===== src/rtl/anspwm_pkg.sv =====
// Shared types for the ANS-PWM chain: sign-magnitude correction terms and the
// width of the final summation.
package anspwm_pkg;

    localparam int W_STAGE = 16;
    localparam int SUM_W   = W_STAGE + 3;

    typedef struct packed {
        logic [W_STAGE-1:0] mag;
        logic               sgn;
    } sm_t;

    typedef logic signed [SUM_W-1:0] sum_t;

    // Sign-magnitude to two's complement at summation width.
    function automatic sum_t sm_to_signed(input sm_t v);
        sum_t m;
        m = sum_t'({3'b000, v.mag});
        return v.sgn ? -m : m;
    endfunction

endpackage


===== src/rtl/pwm_carrier.sv =====
// Free-running PWM carrier: period counter, per-period sample request, boundary
// load of the active duty from the pending buffer, underrun flag and PWM output.
module pwm_carrier #(
    parameter int PWM_BITS = 8
) (
    input  logic                clk,
    input  logic                rst,
    input  logic [PWM_BITS:0]   pending_duty,
    input  logic                pending_valid,
    input  logic                clr_flags,
    output logic                consume,
    output logic                sample_req,
    output logic                pwm_out,
    output logic [PWM_BITS:0]   duty_active,
    output logic                underrun
);
    localparam logic [PWM_BITS-1:0] CNT_LAST = '1;

    logic [PWM_BITS-1:0] cnt_q, cnt_d;
    logic [PWM_BITS:0]   duty_active_q, duty_active_d;
    logic                pwm_q, pwm_d;
    logic                underrun_q, underrun_d;

    always_comb begin
        cnt_d         = cnt_q + PWM_BITS'(1);
        duty_active_d = duty_active_q;
        underrun_d    = underrun_q;
        consume       = 1'b0;
        if (clr_flags) underrun_d = 1'b0;
        // Load at the last count so the new duty is in force from cnt==0.
        if (cnt_q == CNT_LAST) begin
            if (pending_valid) begin
                duty_active_d = pending_duty;
                consume       = 1'b1;
            end else begin
                underrun_d    = 1'b1;
            end
        end
        pwm_d = ({1'b0, cnt_q} < duty_active_q);
    end

    always_ff @(posedge clk) begin
        if (rst) begin
            cnt_q         <= '0;
            duty_active_q <= '0;
            pwm_q         <= 1'b0;
            underrun_q    <= 1'b0;
        end else begin
            cnt_q         <= cnt_d;
            duty_active_q <= duty_active_d;
            pwm_q         <= pwm_d;
            underrun_q    <= underrun_d;
        end
    end

    assign sample_req  = (cnt_q == '0) && !rst;
    assign pwm_out     = pwm_q;
    assign duty_active = duty_active_q;
    assign underrun    = underrun_q;

endmodule


===== src/rtl/mash_sum_pwm.sv =====
// Final ANS-PWM stage: sums stage-1 value with stage-2/3 corrections, scales and
// clamps to a PWM duty, holds one pending duty and feeds the PWM carrier.
module mash_sum_pwm
    import anspwm_pkg::*;
#(
    parameter int W        = W_STAGE,
    parameter int PWM_BITS = 8,
    parameter int SHIFT    = 8
) (
    input  logic                clk,
    input  logic                rst,
    input  logic                in_valid,
    input  logic [W-1:0]        q1,
    input  logic [W-1:0]        c2,
    input  logic                c2_sgn,
    input  logic [W-1:0]        c3,
    input  logic                c3_sgn,
    input  logic                clr_flags,
    output logic                sample_req,
    output logic                pwm_out,
    output logic [PWM_BITS:0]   duty_active,
    output logic                underrun,
    output logic                overrun
);
    localparam logic [PWM_BITS:0] DUTY_FULL = {1'b1, {PWM_BITS{1'b0}}};

    sm_t               c2_sm, c3_sm;
    sum_t              sum_q, sum_d, s;
    logic              v1_q, v2_q;
    logic [PWM_BITS:0] duty_q, duty_d;
    logic [PWM_BITS:0] pending_duty_q, pending_duty_d;
    logic              pending_valid_q, pending_valid_d;
    logic              overrun_q, overrun_d;
    logic              consume;

    assign c2_sm = '{mag: c2, sgn: c2_sgn};
    assign c3_sm = '{mag: c3, sgn: c3_sgn};

    always_comb begin
        sum_d = sum_t'({3'b000, q1}) + sm_to_signed(c2_sm) + sm_to_signed(c3_sm);

        s = sum_q >>> SHIFT;
        if (s[SUM_W-1])
            duty_d = '0;
        else if (s > sum_t'(DUTY_FULL))
            duty_d = DUTY_FULL;
        else
            duty_d = s[PWM_BITS:0];

        pending_duty_d  = pending_duty_q;
        pending_valid_d = pending_valid_q;
        overrun_d       = overrun_q;
        if (clr_flags) overrun_d = 1'b0;
        // A write in the consume cycle refills the buffer rather than clobbering it.
        if (v2_q) begin
            pending_duty_d  = duty_q;
            pending_valid_d = 1'b1;
            if (pending_valid_q && !consume) overrun_d = 1'b1;
        end else if (consume) begin
            pending_valid_d = 1'b0;
        end
    end

    always_ff @(posedge clk) begin
        if (rst) begin
            sum_q           <= '0;
            v1_q            <= 1'b0;
            duty_q          <= '0;
            v2_q            <= 1'b0;
            pending_duty_q  <= '0;
            pending_valid_q <= 1'b0;
            overrun_q       <= 1'b0;
        end else begin
            sum_q           <= sum_d;
            v1_q            <= in_valid;
            duty_q          <= duty_d;
            v2_q            <= v1_q;
            pending_duty_q  <= pending_duty_d;
            pending_valid_q <= pending_valid_d;
            overrun_q       <= overrun_d;
        end
    end

    pwm_carrier #(.PWM_BITS(PWM_BITS)) u_carrier (
        .clk           (clk),
        .rst           (rst),
        .pending_duty  (pending_duty_q),
        .pending_valid (pending_valid_q),
        .clr_flags     (clr_flags),
        .consume       (consume),
        .sample_req    (sample_req),
        .pwm_out       (pwm_out),
        .duty_active   (duty_active),
        .underrun      (underrun)
    );

    assign overrun = overrun_q;

endmodule


===== config.mk =====
export PLATFORM = sky130hd
export DESIGN_NAME = mash_sum_pwm
export DESIGN_NICKNAME = d
export VERILOG_FILES = /design/src/rtl/anspwm_pkg.sv /design/src/rtl/pwm_carrier.sv /design/src/rtl/mash_sum_pwm.sv
export SDC_FILE = /design/constraint.sdc
export NUM_CORES = 1
export LEC_CHECK = 0
export CAP_MARGIN = 20
export CORE_ASPECT_RATIO = 0.6
export CORE_MARGIN = 2
export CORE_UTILIZATION = 58
export DETAILED_ROUTE_END_ITERATION = 10
export PLACE_DENSITY = 0.84
export SETUP_SLACK_MARGIN = 0.1
export SLEW_MARGIN = 10
export SYNTH_ARGS = -nofsm -noshare
export SYNTH_HDL_FRONTEND = slang
export SYNTH_HIERARCHICAL = 1
export SYNTH_SLANG_ARGS = --single-unit

===== constraint.sdc =====
create_clock -name clk -period 12.3 [get_ports clk]
set_input_delay 2.46 -clock clk [delete_from_list [all_inputs] [get_ports clk]]
set_output_delay 2.46 -clock clk [all_outputs]
set_load 0.05 [all_outputs]

==> flow_metrics.tcl, run 1 <==
set metrics [dict create \
    status "completed" \
    dr_wl_met3_microns 737 \
    min_period_ns 6.83 \
    grt_pass1_vias 3367 \
    drt_iter0_markers 288 \
    cts_num_sinks 52 \
    power.density_mw_per_mm2 116 \
    wire_per_inst_microns 16.2 \
    cp_max_fo 48 \
    grt_max_degree 49 \
    drtAntennaViolNets 0 \
    drv_slew 0 \
    grt_pass1_wl_microns 15900 \
    synth_xor_area_frac 0.0916 \
    period_share 0.555 \
    worstSkewPairLatency_ns 0.30 \
    vias_per_cell 5.84 \
    synthArstFlopShare 0 \
    synth_ff_type "dfxtp_1" \
    vias 3488 \
    clk_pin_slew_worst_paths_ns 0.08 \
    core_sq_mm 0.00625 \
    dr.pass1.iters 7 \
    fin_skew_ns 0.00366 \
    num_io_pins 67 \
    relSlewSlack 0.523 \
    io_buffers 66 \
    fillCellCount 484 \
    total_power_uw 538 \
    synthMuxAreaShare 0.0347 \
    rows 22 \
    syn_nets 551 \
    antenna_found_initial 0 \
    cp.required_ns 9.84 \
    dp_hpwl_microns 7800 \
    postLayoutCoreUtil 0.742 \
    arrival_ns 4.37 \
    cap_violations 0 \
    final_common_cell "clkdlybuf4s50_1" \
    grt_usage 0.284 \
    cts_tree "done" \
    hold_buffers 0 \
    setup_tns_ns 0 \
    finalNonFillerCells 597 \
    synthAdderAreaFrac 0.177 \
    place_ws_ns 5.40 \
    yosysUniqueCellTypes 53 \
    post_cts_buffers 0 \
    wl_met1_microns 4730 \
    clock_path_buffers 2 \
    overflow 0 \
    drive_gt1_frac 0.0331 \
    synth_compound_area_frac 0.165 \
    power_leakage_nw 1.84 \
    ff2ff_setup_slack_ns 10.38 \
    drc 0 \
    syn_area_sq_mm 0.00382 \
    cts_buffers 5 \
    cts_resized 0 \
    peakVddDrop_uv 67.6 \
    num_antenna_cells 0 \
    design_area_sq_mm 0.00463 \
    cts-htree-levels 2 \
    hp-class "flip-flop to flip-flop" \
    dp_cells 589 \
    top_layer "met4" \
    synth_top_family_by_area "simple AND/OR/NAND/NOR gates" \
    worst_pin_slew_ns 0.715 \
    postRouteWirelength_microns 9670 \
    synth_edf_count 0 \
    layout.nets 611 \
    synth-seq-cells 52 \
    seqCellArea_sq_mm 0.00104 \
    hold_violations 0 \
    worst_setup_path_start_kind "input pin" \
    final_cell_mix "clkdlybuf4s50_1, dfxtp_1, inv_1, nor2_1, a21oi_1" \
    syn_to_final_growth_pct 21.2 \
    cts_root_buf "clkbuf_8" \
    setup.worst_path.class "input pin to output port" \
    dpl_cell_area_sq_mm 0.00454 \
    synth.avg_cell_area_sq_um 8.46 \
    gp_congestion 0.858 \
    die-area_sq_mm 0.00728 \
    critPathCaptureType "output port" \
    dieHeight_microns 66.9 \
    start_util 0.612 \
    netlist_instances 452 \
    max_freq_ghz 0.146 \
    fin_ws_ns 5.47 \
    yosysWarningCount 6 \
    seq_area_frac_synth 0.272 \
    rsz0062_at_grt "no" \
    yosys.area_share.simple 0.197 \
    wl_met2_microns 4120 \
    setup_viol 0 \
    hold_ws_ns 0.458 \
    multi_input_area_sq_mm 0.00255 \
    die_x_microns 109 \
]
-- metal layers --
metal / vias up / track usage
met2: 131 / 0.448
met5: - / 0
met3: 15 / 0.0460
li1: 1695 / -
met1: 1647 / 0.409
met4: 0 / 0.0625
-- cell usage after synthesis (11+ instances only) --
cell type / number / area share
inv_1: 48 / 0.047
nand2_1: 24 / 0.024
nor2_1: 33 / 0.032
nand3_1: 19 / 0.025
mux2i_1: 11 / 0.029
xnor2_1: 18 / 0.041
dfxtp_1: 52 / 0.27
xor2_1: 22 / 0.050
o21ai_0: 24 / 0.031
nor2b_1: 12 / 0.020
fa_1: 15 / 0.079
a21oi_1: 32 / 0.042
ha_1: 30 / 0.098
-- state kept, by name, indices dropped and copies added, names as in the netlist --
name,cells
sum_q,11
duty_q,9
pending_duty_q,9
u_carrier/duty_active,9
u_carrier/cnt_q,8
overrun,1
pending_valid_q,1
u_carrier/pwm_out,1
u_carrier/underrun,1
v1_q,1
v2_q,1
-- worst paths after layout --
check,from,endpoint,cells after the start
setup / recovery,rst,sample_req,5
hold reg to reg,sum_q[18],duty_q[8],1
setup reg to reg,sum_q[8],duty_q[1],4
hold / removal,sum_q[18],duty_q[8],1
-- power by group --
part / internal [mW] / total, mW / switching (mW)
clock network: 0.0460 / 0.0987 / 0.0527
registers: 0.191 / 0.204 / 0.0130
logic: 0.104 / 0.235 / 0.131
total: 0.341 / 0.538 / 0.197
-- cell families (layout without fill, tap and decap cells) --
family / count (synthesis) / count (layout)
fa+ha+maj: 45 / 45
buf+inv: 62 / 123
xor+xnor: 40 / 40
mux: 13 / 13
compound gates: 102 / 102
flops: 52 / 52
simple gates: 138 / 138
-- critical path: stages --
cell,delay (ns)
clkdlybuf4s50_1,0.39
buf_4,0.27
nor4_1,0.21
and4b_1,0.23
clkdlybuf4s50_1,0.80
-- area by class of cell --
class                      instances  share of cell area
tap                               84              0.0227
timing repair buffer              67               0.144
inverter                          48              0.0389
sequential                        52               0.225
clock buffer                       8              0.0194
multi-input combinational        338               0.550
No activity file was read; power rests on OpenSTA's default activity.
==> run 2: changes to the inputs <==
CORE_UTILIZATION = 54   (was 58)
PLACE_DENSITY = 0.78   (was 0.84)
clock period = 6.3 ns   (was 12.3 ns; I/O delays follow)
==> flow_metrics.tcl, run 2 (synthesis gave the netlist of run 1 again) <==
set metrics [dict create \
    vias_per_cell 5.67 \
    worstSkewPairLatency_ns 0.29 \
    hold_ws_ns 0.437 \
    cts_buffers 5 \
    grt_usage 0.252 \
    fillCellCount 552 \
    ff2ff_setup_slack_ns 4.33 \
    wire_per_inst_microns 15.7 \
    final_common_cell "clkdlybuf4s50_1" \
    place_ws_ns 0.698 \
    cts-htree-levels 2 \
    min_period_ns 5.40 \
    gp_congestion 0.899 \
    dpl_cell_area_sq_mm 0.00455 \
    p_switching_uw 400 \
    dp_hpwl_microns 7550 \
    cp.required_ns 6.48 \
    setup_viol 0 \
    syn_to_final_growth_pct 23.2 \
    sequentialPowerShare 0.350 \
    status "completed" \
    relSlewSlack 0.525 \
    power_frac_clock 0.245 \
    hp-class "flip-flop to flip-flop" \
    cap_violations 0 \
    cts_num_sinks 52 \
    hold_buffers 0 \
    drv_slew 0 \
    cts_tree "done" \
    dr.pass1.iters 6 \
    largest-register "sum_q" \
    rsz0062_at_grt "no" \
    finalNonFillerCells 601 \
    overflow 0 \
    power.density_mw_per_mm2 241 \
    clock_path_buffers 2 \
    setup_tns_ns 0 \
    seqCellArea_sq_mm 0.00104 \
    cp_max_fo 6 \
    internal_power_uw 734 \
    core_sq_mm 0.00676 \
    comb_power_share 0.404 \
    total_power_mw 1.13 \
    drc 0 \
    cts_resized 0 \
    io_buffers 66 \
    period_share 0.857 \
    die-area_sq_mm 0.00779 \
    critPathCaptureType "flip-flop" \
    worst_pin_slew_ns 0.712 \
    antenna_found_initial 0 \
    num_io_pins 67 \
    multi_input_area_sq_mm 0.00255 \
    clk_pin_slew_worst_paths_ns 0.06 \
    power_leakage_nw 1.87 \
    grt_pass1_wl_microns 16100 \
    fin_skew_ns 0.00684 \
    postLayoutCoreUtil 0.696 \
    final_cell_mix "clkdlybuf4s50_1, dfxtp_1, inv_1, nor2_1, a21oi_1" \
    layout.nets 612 \
    cts_root_buf "clkbuf_16" \
    peakVddDrop_uv 174 \
    die_x_microns 113 \
    dieHeight_microns 69.2 \
    post_cts_buffers 0 \
    largest_register_ffs 11 \
    postRouteWirelength_microns 9460 \
    grt_max_degree 49 \
    design_area_sq_mm 0.00471 \
    hold_violations 0 \
    drive_gt1_frac 0.0389 \
    drt_iter0_markers 264 \
    power.share.switching 0.353 \
    worst_setup_path_start_kind "input pin" \
    num_antenna_cells 0 \
    dp_cells 593 \
    drtAntennaViolNets 0 \
    vias 3409 \
    fin_ws_ns 0.901 \
    arrival_ns 5.58 \
    max_freq_ghz 0.185 \
    rows 23 \
    grt_pass1_vias 3275 \
    setup.worst_path.class "input pin to flip-flop" \
    start_util 0.565 \
]
-- run 2: worst paths after layout --
path,startpoint,end,depth (start not counted)
setup / recovery,c3[4],sum_q[17],16
hold / removal,v1_q,v2_q,1
setup reg to reg,u_carrier/cnt_q[0],overrun,6
hold reg to reg,v1_q,v2_q,1
-- run 2: final cells by class --
type / instances / share of cell area
multi-input cells: 338 / 0.541
repair buffers: 68 / 0.143
clock inverters: 2 / 0.00319
inverters: 48 / 0.0383
clock buffers: 6 / 0.0295
flip-flops and latches: 52 / 0.221
well taps: 87 / 0.0231
-- run 2: power by group through the flow --
stage          Sequential [mW]  Clock [mW]  Combinational [mW]
4_1_cts                  0.396       0.279               0.451
3_5_place_dp             0.403           0               0.447
6_report                 0.397       0.278               0.459
5_1_grt                  0.402       0.297               0.512
2_1_floorplan            0.396           0               0.319
3_3_place_gp             0.402           0               0.432
-- run 2: layer usage --
metal	vias to the layer above	wire, microns	global-route usage	share of wire
li1	1708	-	-	-
met4	0	54	0.0474	0.0057
met2	110	3740	0.343	0.40
met5	-	0	0	0
met3	8	826	0.0699	0.087
met1	1583	4840	0.396	0.51
-- run 2: worst max-delay path, cell delays in order --
cell and delay, ns:
clkdlybuf4s50_1 0.45, nor4_1 0.30, buf_4 0.19, nor2b_1 0.18, nand3_1 0.23, o31ai_1 0.30
xor2_1 0.12, fa_1 0.50, inv_1 0.04, ha_1 0.37, nand2_1 0.12, a211oi_1 0.39
a211oi_1 0.18, o41ai_1 0.50, a21oi_1 0.14, mux2_2 0.28
==> run 3: changes to the inputs <==
CORE_MARGIN = not set   (was 2)
CTS_CLUSTER_DIAMETER = 80   (was not set)
==> flow_metrics.tcl, run 3 (synthesis gave the netlist of run 1 again) <==
set metrics [dict create \
    hold_violations 0 \
    cpPeakStageDelay_ns 0.49 \
    num_antenna_cells 0 \
    power_leakage_nw 1.89 \
    cp.required_ns 6.47 \
    comb_power_share 0.388 \
    wl_met2_microns 3860 \
    layout.nets 612 \
    setup_tns_ns 0 \
    setup.worst_path.class "input pin to flip-flop" \
    grt_usage 0.257 \
    hp-class "flip-flop to flip-flop" \
    die_x_microns 111 \
    cts-htree-levels 2 \
    sequentialPowerShare 0.337 \
    dr_wl_met3_microns 500 \
    dr.pass1.iters 5 \
    overflow 0 \
    worst_pin_slew_ns 0.742 \
    status "completed" \
    dp_cells 593 \
    clk_pin_slew_worst_paths_ns 0.06 \
    hold_buffers 0 \
    dp_hpwl_microns 7530 \
    vias 3423 \
    rsz0062_at_grt "no" \
    top_layer "met4" \
    dieHeight_microns 67.2 \
    final_common_cell "clkdlybuf4s50_1" \
    largest_register_ffs 11 \
    worstSkewPairLatency_ns 0.29 \
    final_cell_mix "clkdlybuf4s50_1, dfxtp_1, inv_1, nor2_1, a21oi_1" \
    power.density_mw_per_mm2 249 \
    syn_to_final_growth_pct 23.9 \
    period_share 0.873 \
    ff2ff_setup_slack_ns 4.37 \
    fin_skew_ns 0.00664 \
    drv_slew 0 \
    grt_pass1_vias 3114 \
    cts_resized 0 \
    start_util 0.565 \
    internal_power_uw 785 \
    p_switching_uw 396 \
    min_period_ns 5.50 \
    cts_root_buf "clkbuf_16" \
    cap_violations 0 \
    num_io_pins 67 \
    cp_max_fo 6 \
    path_cells "clkdlybuf4s50_1, nor4_1, buf_4, nor2b_1, nand3_1, o31ai_1, xor2_1, fa_1, inv_1, ha_1, nand2_1, a211oi_1, a211oi_1, o41ai_1, a21oi_1, mux2_2" \
    core_sq_mm 0.00676 \
    drc 0 \
    vias_per_cell 5.70 \
    die-area_sq_mm 0.00743 \
    grt_pass1_wl_microns 15200 \
    postRouteWirelength_microns 9450 \
    arrival_ns 5.67 \
    largest-register "sum_q" \
    drt_iter0_markers 243 \
    clock_path_buffers 2 \
    post_cts_buffers 0 \
    cp_common_cell "a211oi_1" \
    peakVddDrop_uv 151 \
    cts_tree "done" \
    drive_gt1_frac 0.0389 \
    wl_met1_microns 5070 \
    io_buffers 66 \
    worst_setup_path_start_kind "input pin" \
    grt_max_degree 49 \
    gp_congestion 0.854 \
    power.share.switching 0.335 \
    cpMaxStageDelayCell "fa_1" \
    antenna_found_initial 0 \
    power_frac_clock 0.275 \
    critPathCaptureType "flip-flop" \
    cts_num_sinks 52 \
    setup_viol 0 \
    rows 23 \
    max_freq_ghz 0.182 \
    finalNonFillerCells 601 \
    cts_buffers 5 \
    relSlewSlack 0.504 \
    wire_per_inst_microns 15.7 \
    drtAntennaViolNets 0 \
]
==> run 3: cell type report <==
| type | instances | area [sq um] |
|---|---|---|
| clock buffers | 7 | 153 |
| clock inverters | 1 | 30.0 |
| fillers | 563 | 2020 |
| inverters | 48 | 180 |
| multi-input cells | 338 | 2550 |
| flip-flops and latches | 52 | 1040 |
| well taps | 87 | 109 |
| repair buffers | 68 | 676 |
==> run 3: power by group through the flow <==
stage	Combinational (mW)	Clock (mW)	Sequential, mW
after CTS	0.451	0.326	0.397
final	0.458	0.325	0.398
after detailed placement	0.447	0	0.404
after global placement	0.433	0	0.402
after floorplan	0.319	0	0.396
after global routing	0.512	0.341	0.402
==> run 3: layer usage <==
layer  vias up  global-route usage
met5         -                   0
met4         0              0.0300
met3         2              0.0377
met2        94               0.380
met1      1625               0.401
li1       1702                   -
==> run 3: final timing paths <==
check,start,to,cells after the start
max,c3[4],sum_q[17],16
min reg2reg,v1_q,v2_q,1
max reg2reg,u_carrier/cnt_q[0],overrun,6
min,v1_q,v2_q,1
==> run 3: worst max-delay path: cells and delay by family <==
family	cells	cell delay [ns]
buffers and inverters	3	0.69
AO/OA/AOI/OAI	5	1.52
AND/OR/NAND/NOR	4	0.92
multiplexers	1	0.28
XOR/XNOR	1	0.13
adder cells (fa/ha/maj)	2	0.87
==> run 3: through the flow <==
stage                     instance area, sq um  hold slack [ns]  power, mW  setup slack [ns]  utilization
after detailed placement                  4550            0.427      0.850             0.632        0.673
final                                     4740            0.446       1.18             0.800        0.701
after global routing                      4740            0.473       1.26             0.470        0.701
after CTS                                 4730            0.436       1.17             0.887        0.700
after global placement                    4550            0.418      0.835             0.757        0.673
after floorplan                           3820            0.394      0.715              1.68            -
